File: src/rtl/rf_writeback_stage.sv
// rf_writeback_stage: register-file writeback with load alignment.
// Ports: handshake (in_valid/in_ready), instruction fields (opcode,
// funct3, rd_addr, alu_out, pc_plus_4, addr_lsb), memory return
// (mem_rdata/mem_rvalid), flush, RF write (rf_we/rf_waddr/rf_wdata), busy.
module rf_writeback_stage #(
  parameter int XLEN = 32,
  parameter int RA_W = 5
) (
  input  logic            clk,
  input  logic            rst_n,
  input  logic            in_valid,
  output logic            in_ready,
  input  logic [6:0]      opcode,
  input  logic [2:0]      funct3,
  input  logic [RA_W-1:0] rd_addr,
  input  logic [XLEN-1:0] alu_out,
  input  logic [XLEN-1:0] pc_plus_4,
  input  logic [1:0]      addr_lsb,
  input  logic [XLEN-1:0] mem_rdata,
  input  logic            mem_rvalid,
  input  logic            flush,
  output logic            rf_we,
  output logic [RA_W-1:0] rf_waddr,
  output logic [XLEN-1:0] rf_wdata,
  output logic            busy
);

  typedef enum logic {
    IDLE      = 1'b0,
    WAIT_LOAD = 1'b1
  } state_e;

  localparam logic [6:0] OP_R     = 7'b0110011;
  localparam logic [6:0] OP_I     = 7'b0010011;
  localparam logic [6:0] OP_AUIPC = 7'b0010111;
  localparam logic [6:0] OP_LUI   = 7'b0110111;
  localparam logic [6:0] OP_JALR  = 7'b1100111;
  localparam logic [6:0] OP_JAL   = 7'b1101111;
  localparam logic [6:0] OP_LOAD  = 7'b0000011;

  state_e          state_q, state_d;
  logic [RA_W-1:0] ld_rd_q, ld_rd_d;
  logic [2:0]      ld_f3_q, ld_f3_d;
  logic [1:0]      ld_lsb_q, ld_lsb_d;
  logic            rf_we_q, rf_we_d;
  logic [RA_W-1:0] rf_waddr_q, rf_waddr_d;
  logic [XLEN-1:0] rf_wdata_q, rf_wdata_d;

  logic            accept;
  logic            is_alu, is_jmp, is_load;
  logic [7:0]      ld_byte;
  logic [15:0]     ld_half;
  logic [XLEN-1:0] ld_data;

  // rst_n gates in_ready so nothing is offered while reset is held.
  assign in_ready = rst_n && (state_q == IDLE) && !flush;
  assign accept   = in_valid && in_ready;
  assign busy     = (state_q == WAIT_LOAD);

  assign is_alu  = (opcode == OP_R) || (opcode == OP_I) ||
                   (opcode == OP_AUIPC) || (opcode == OP_LUI);
  assign is_jmp  = (opcode == OP_JALR) || (opcode == OP_JAL);
  assign is_load = (opcode == OP_LOAD);

  assign ld_byte = mem_rdata[{ld_lsb_q, 3'b000} +: 8];
  assign ld_half = mem_rdata[{ld_lsb_q[1], 4'b0000} +: 16];

  always_comb begin
    ld_data = mem_rdata;
    unique case (ld_f3_q)
      3'b000:  ld_data = {{(XLEN-8){ld_byte[7]}}, ld_byte};
      3'b100:  ld_data = {{(XLEN-8){1'b0}}, ld_byte};
      3'b001:  ld_data = {{(XLEN-16){ld_half[15]}}, ld_half};
      3'b101:  ld_data = {{(XLEN-16){1'b0}}, ld_half};
      default: ld_data = mem_rdata;
    endcase
  end

  // Address/data only move on a real write so they stay
  // stable whenever rf_we is low (x0 writes included).
  always_comb begin
    state_d    = state_q;
    ld_rd_d    = ld_rd_q;
    ld_f3_d    = ld_f3_q;
    ld_lsb_d   = ld_lsb_q;
    rf_we_d    = 1'b0;
    rf_waddr_d = rf_waddr_q;
    rf_wdata_d = rf_wdata_q;
    if (flush) begin
      state_d = IDLE;
    end else if (accept) begin
      unique case (1'b1)
        is_alu: begin
          if (rd_addr != '0) begin
            rf_we_d    = 1'b1;
            rf_waddr_d = rd_addr;
            rf_wdata_d = alu_out;
          end
        end
        is_jmp: begin
          if (rd_addr != '0) begin
            rf_we_d    = 1'b1;
            rf_waddr_d = rd_addr;
            rf_wdata_d = pc_plus_4;
          end
        end
        is_load: begin
          ld_rd_d  = rd_addr;
          ld_f3_d  = funct3;
          ld_lsb_d = addr_lsb;
          state_d  = WAIT_LOAD;
        end
        default: ;
      endcase
    end else if (state_q == WAIT_LOAD && mem_rvalid) begin
      state_d = IDLE;
      if (ld_rd_q != '0) begin
        rf_we_d    = 1'b1;
        rf_waddr_d = ld_rd_q;
        rf_wdata_d = ld_data;
      end
    end
  end

  always_ff @(posedge clk or negedge rst_n) begin
    if (!rst_n) begin
      state_q    <= IDLE;
      ld_rd_q    <= '0;
      ld_f3_q    <= '0;
      ld_lsb_q   <= '0;
      rf_we_q    <= 1'b0;
      rf_waddr_q <= '0;
      rf_wdata_q <= '0;
    end else begin
      state_q    <= state_d;
      ld_rd_q    <= ld_rd_d;
      ld_f3_q    <= ld_f3_d;
      ld_lsb_q   <= ld_lsb_d;
      rf_we_q    <= rf_we_d;
      rf_waddr_q <= rf_waddr_d;
      rf_wdata_q <= rf_wdata_d;
    end
  end

  assign rf_we    = rf_we_q;
  assign rf_waddr = rf_waddr_q;
  assign rf_wdata = rf_wdata_q;

endmodule

File: config.mk
export PLATFORM = sky130hd
export DESIGN_NAME = rf_writeback_stage
export DESIGN_NICKNAME = d
export VERILOG_FILES = /design/src/rtl/rf_writeback_stage.sv
export SDC_FILE = /design/constraint.sdc
export NUM_CORES = 1
export LEC_CHECK = 0
export CAP_MARGIN = 20
export CORE_ASPECT_RATIO = 0.6
export CORE_MARGIN = 3
export CORE_UTILIZATION = 30
export CTS_CLUSTER_SIZE = 10
export DETAILED_ROUTE_END_ITERATION = 6
export PLACE_DENSITY_LB_ADDON = 0.2
export SETUP_SLACK_MARGIN = 0.3
export SYNTH_ARGS = -nofsm -noshare
export SYNTH_HDL_FRONTEND = slang
export SYNTH_SLANG_ARGS = --single-unit
File: constraint.sdc
create_clock -name clk -period 1.8 [get_ports clk]
set_clock_uncertainty 0.1 [all_clocks]
set_input_delay 0.18 -clock clk [delete_from_list [all_inputs] [get_ports clk]]
set_output_delay 0.18 -clock clk [all_outputs]
set_load 0.05 [all_outputs]
==> out/results.ini <==
[outcome]
status = complete, but fails checks
violations = setup timing

[global_routing]
antenna_found_initial = 1
grt_overflow = 0
track_usage = 0.209
grt_pass1_vias = 3498
grt_max_degree = 44
grt_pass1_wl_um = 19000

[cts]
clk_path_buf_depth = 2
clk_pin_slew_ns = 0.07
ctsHtreeMaxLevel = 2
cts-root-buf = clkbuf_16
cts_buffers = 5
insertion_delay_ns = 0.29
clock_sinks = 49
cts_tree = built

[drt]
post_drt_wl_per_cell_um = 18.9
drc_errors = 0
drt-initial-drc-count = 274
vias = 3493
dr.pass1.iters = 4
routed_wl_um = 12800
avgViaCountPerCell = 5.18
ant_nets = 0

[timing]
finalCriticalPeriod_ns = 1.94
worst_slack_ns = -0.138
grt_setup_unrepaired = true
max-slew-margin-rel = 0.612
finalHoldViolCount = 0
fin_crit_sh = 1.08
worst_pin_slew_ns = 0.582
clock.fmax_mhz = 516
fin_setup_tns_ns = -3.31
drv_slew = 0
setup_viol = 37

[floorplanning]
core_sq_mm = 0.00956
start_util = 0.321
die_h_um = 84.4
row_count = 27
fp.dieArea_sq_mm = 0.0115
fp.dieW_um = 137
ioPinCount = 158

[setup_path]
slowest_delay_ns = 0.58
reg2reg_depth = 5
critPathLaunchType = register
cp_slowest_cell = mux4_2
end_kind = register
path_max_fanout = 6
cp_num_cells = 5
worstPathRequired_ns = 1.88
crit_chain = mux4_2 > a21oi_4 > nor2_4 > a221o_1 > a22o_1
worst-setup-path-type = register to register
critPathTopFamily = compound AO/OA/AOI/OAI gates
cp.arrival_ns = 2.01
cp_num_buf_inv = 0

[min_path]
holdCritPathClass = input pin to async pin

[power_and_ir_drop]
switching_share = 0.349
p_seq_frac = 0.361
power_density_mw_per_mm2 = 652
p_total_w = 0.00363
irDropWorstVdd_mv = 0.557
p_leak_nw = 2.46
combPwrFrac = 0.373
clkPwrFrac = 0.266
intPower_w = 0.00236
power_switching_w = 0.00127

[yosys]
netlist_area_sq_mm = 0.00307
syn_nets = 471
ys_warn_count = 0
synth_ff_type = dfrtp_1
syn_area_per_cell_sq_um = 8.71
synth-edff-count = 0
synth.distinct_cells = 45
synth_seq_cells = 49
syn_inst = 353
yosysSeqAreaShare = 0.399
async_reset_ff_frac = 1.00

[place]
gp_congestion = 0.844
portBuffers = 157
hpwl_um = 9600

[final_layout]
drive_above_1_share = 0.278
finalNetCount = 661
fillers = 858
num_antenna_cells = 0
syn2layout_area_growth_pct = 81.4

[run]
maxCapViolCount = 0

-- path summary, 6_finish.rpt --
kind / from / endpoint / slack, ns
worst max-delay path: ld_lsb_q[1] / rf_wdata[9] / -0.14
worst min-delay path: rst_n / rf_wdata[3] / 0.001
worst max register to register: ld_lsb_q[1] / rf_wdata[9] / -0.14
worst min register to register: rf_wdata[17] / rf_wdata[17] / 0.39
max in group asynchronous: rst_n / busy / 0.97
min in group clk: rf_wdata[17] / rf_wdata[17] / 0.39
-- registers in the layout, summed over array words and instances (netlist names) --
register,cells
ld_f3_q,3
rf_wdata,32
rf_waddr,5
rf_we,1
ld_lsb_q,2
busy,1
ld_rd_q,5
-- power by group through the flow --
stage               sequential (W)  clock (W)  combinational (W)
floorplan                  0.00173          0           0.000283
global placement           0.00132          0            0.00134
detailed placement         0.00132          0            0.00135
CTS                        0.00131   0.000992            0.00133
finish                     0.00131   0.000967            0.00136
global route               0.00133    0.00103            0.00143
-- Yosys cell counts (all sizes together) (2+ instances only) --
cell	number	area (sq um)
nand2	67	251
dfrtp	49	1230
o21ai	44	224
mux2	29	327
a21oi	25	129
nor2	20	75.1
a31oi	16	100
clkbuf	15	56.3
buf	13	75.1
a22o	11	96.3
mux2i	11	110
inv	7	26.3
a221o	6	60.1
a221oi	4	35.0
or3	4	25.0
a211o	3	26.3
nand2b	3	18.8
nor3	3	15.0
and3	2	12.5
nand3	2	10.0
or4	2	15.0
-- metrics by stage --
stage,area (sq um),cells,util,hold WS (ns),setup slack [ns]
2_1_floorplan,3170,353,-,-0.216,-0.161
3_3_place_gp,5050,655,0.528,0.0969,-0.406
3_5_place_dp,5050,655,0.528,0.111,-0.442
4_1_cts,5340,667,0.559,0.0247,-0.137
5_1_grt,5570,674,0.583,0.0650,-0.213
6_report,5570,674,0.583,0.00137,-0.138
-- cell type report --
type,count,area (sq um),area share
clock buffers,8,146,0.0263
inverters,7,52.6,0.00943
multi-input cells,269,1900,0.341
flip-flops and latches,49,1230,0.220
well taps,130,163,0.0292
repair buffers,209,2060,0.370
repair inverters,2,22.5,0.00404
-- worst reg2reg max path, delay by kind of cell, from the launching register on --
kind	cells	cell delay [ns]
AOI/OAI and AO/OA	3	0.69
muxes	1	0.58
DFF	1	0.37
and+or+nand+nor	1	0.08
-- repair_timing --
item                                    in CTS  in global routing
endpoints found under the hold margin        6                  0
gates cloned                                 1                  3
pin swaps                                    4                  7
endpoints found under the setup margin      75                 56
gates resized for setup                     57                 52
hold buffers                                 1                  0
setup buffers                                2                  4
-- cells by family (layout without fill, tap and decap cells) --
logic type	count (synthesis)	in the layout	share of synthesized area
AOI/OAI and AO/OA	117	117	0.241
and+or+nand+nor	111	111	0.159
muxes	41	41	0.149
DFF	49	49	0.399
buffers and inverters	35	226	0.0513
-- metal layers --
metal	routed length [um]	vias to the layer above	track usage	part of all wire
met3	1350	13	0.0659	0.11
met1	5810	1651	0.306	0.45
met2	5520	151	0.306	0.43
li1	-	1676	-	-
met4	92	2	0.0348	0.0072
met5	9	-	0	0.00070
-- cell usage in the layout (no fill, tap or decap), types with 13 or more instances in the layout --
| cell type | n |
|---|---|
| clkdlybuf4s50_1 | 114 |
| nand2_1 | 63 |
| buf_4 | 50 |
| dfrtp_1 | 48 |
| mux2_2 | 29 |
| a21oi_1 | 23 |
| dlygate4sd2_1 | 20 |
| o21ai_1 | 19 |
| o21ai_2 | 14 |
| a31oi_1 | 13 |
(Power assumes the default switching activity.)
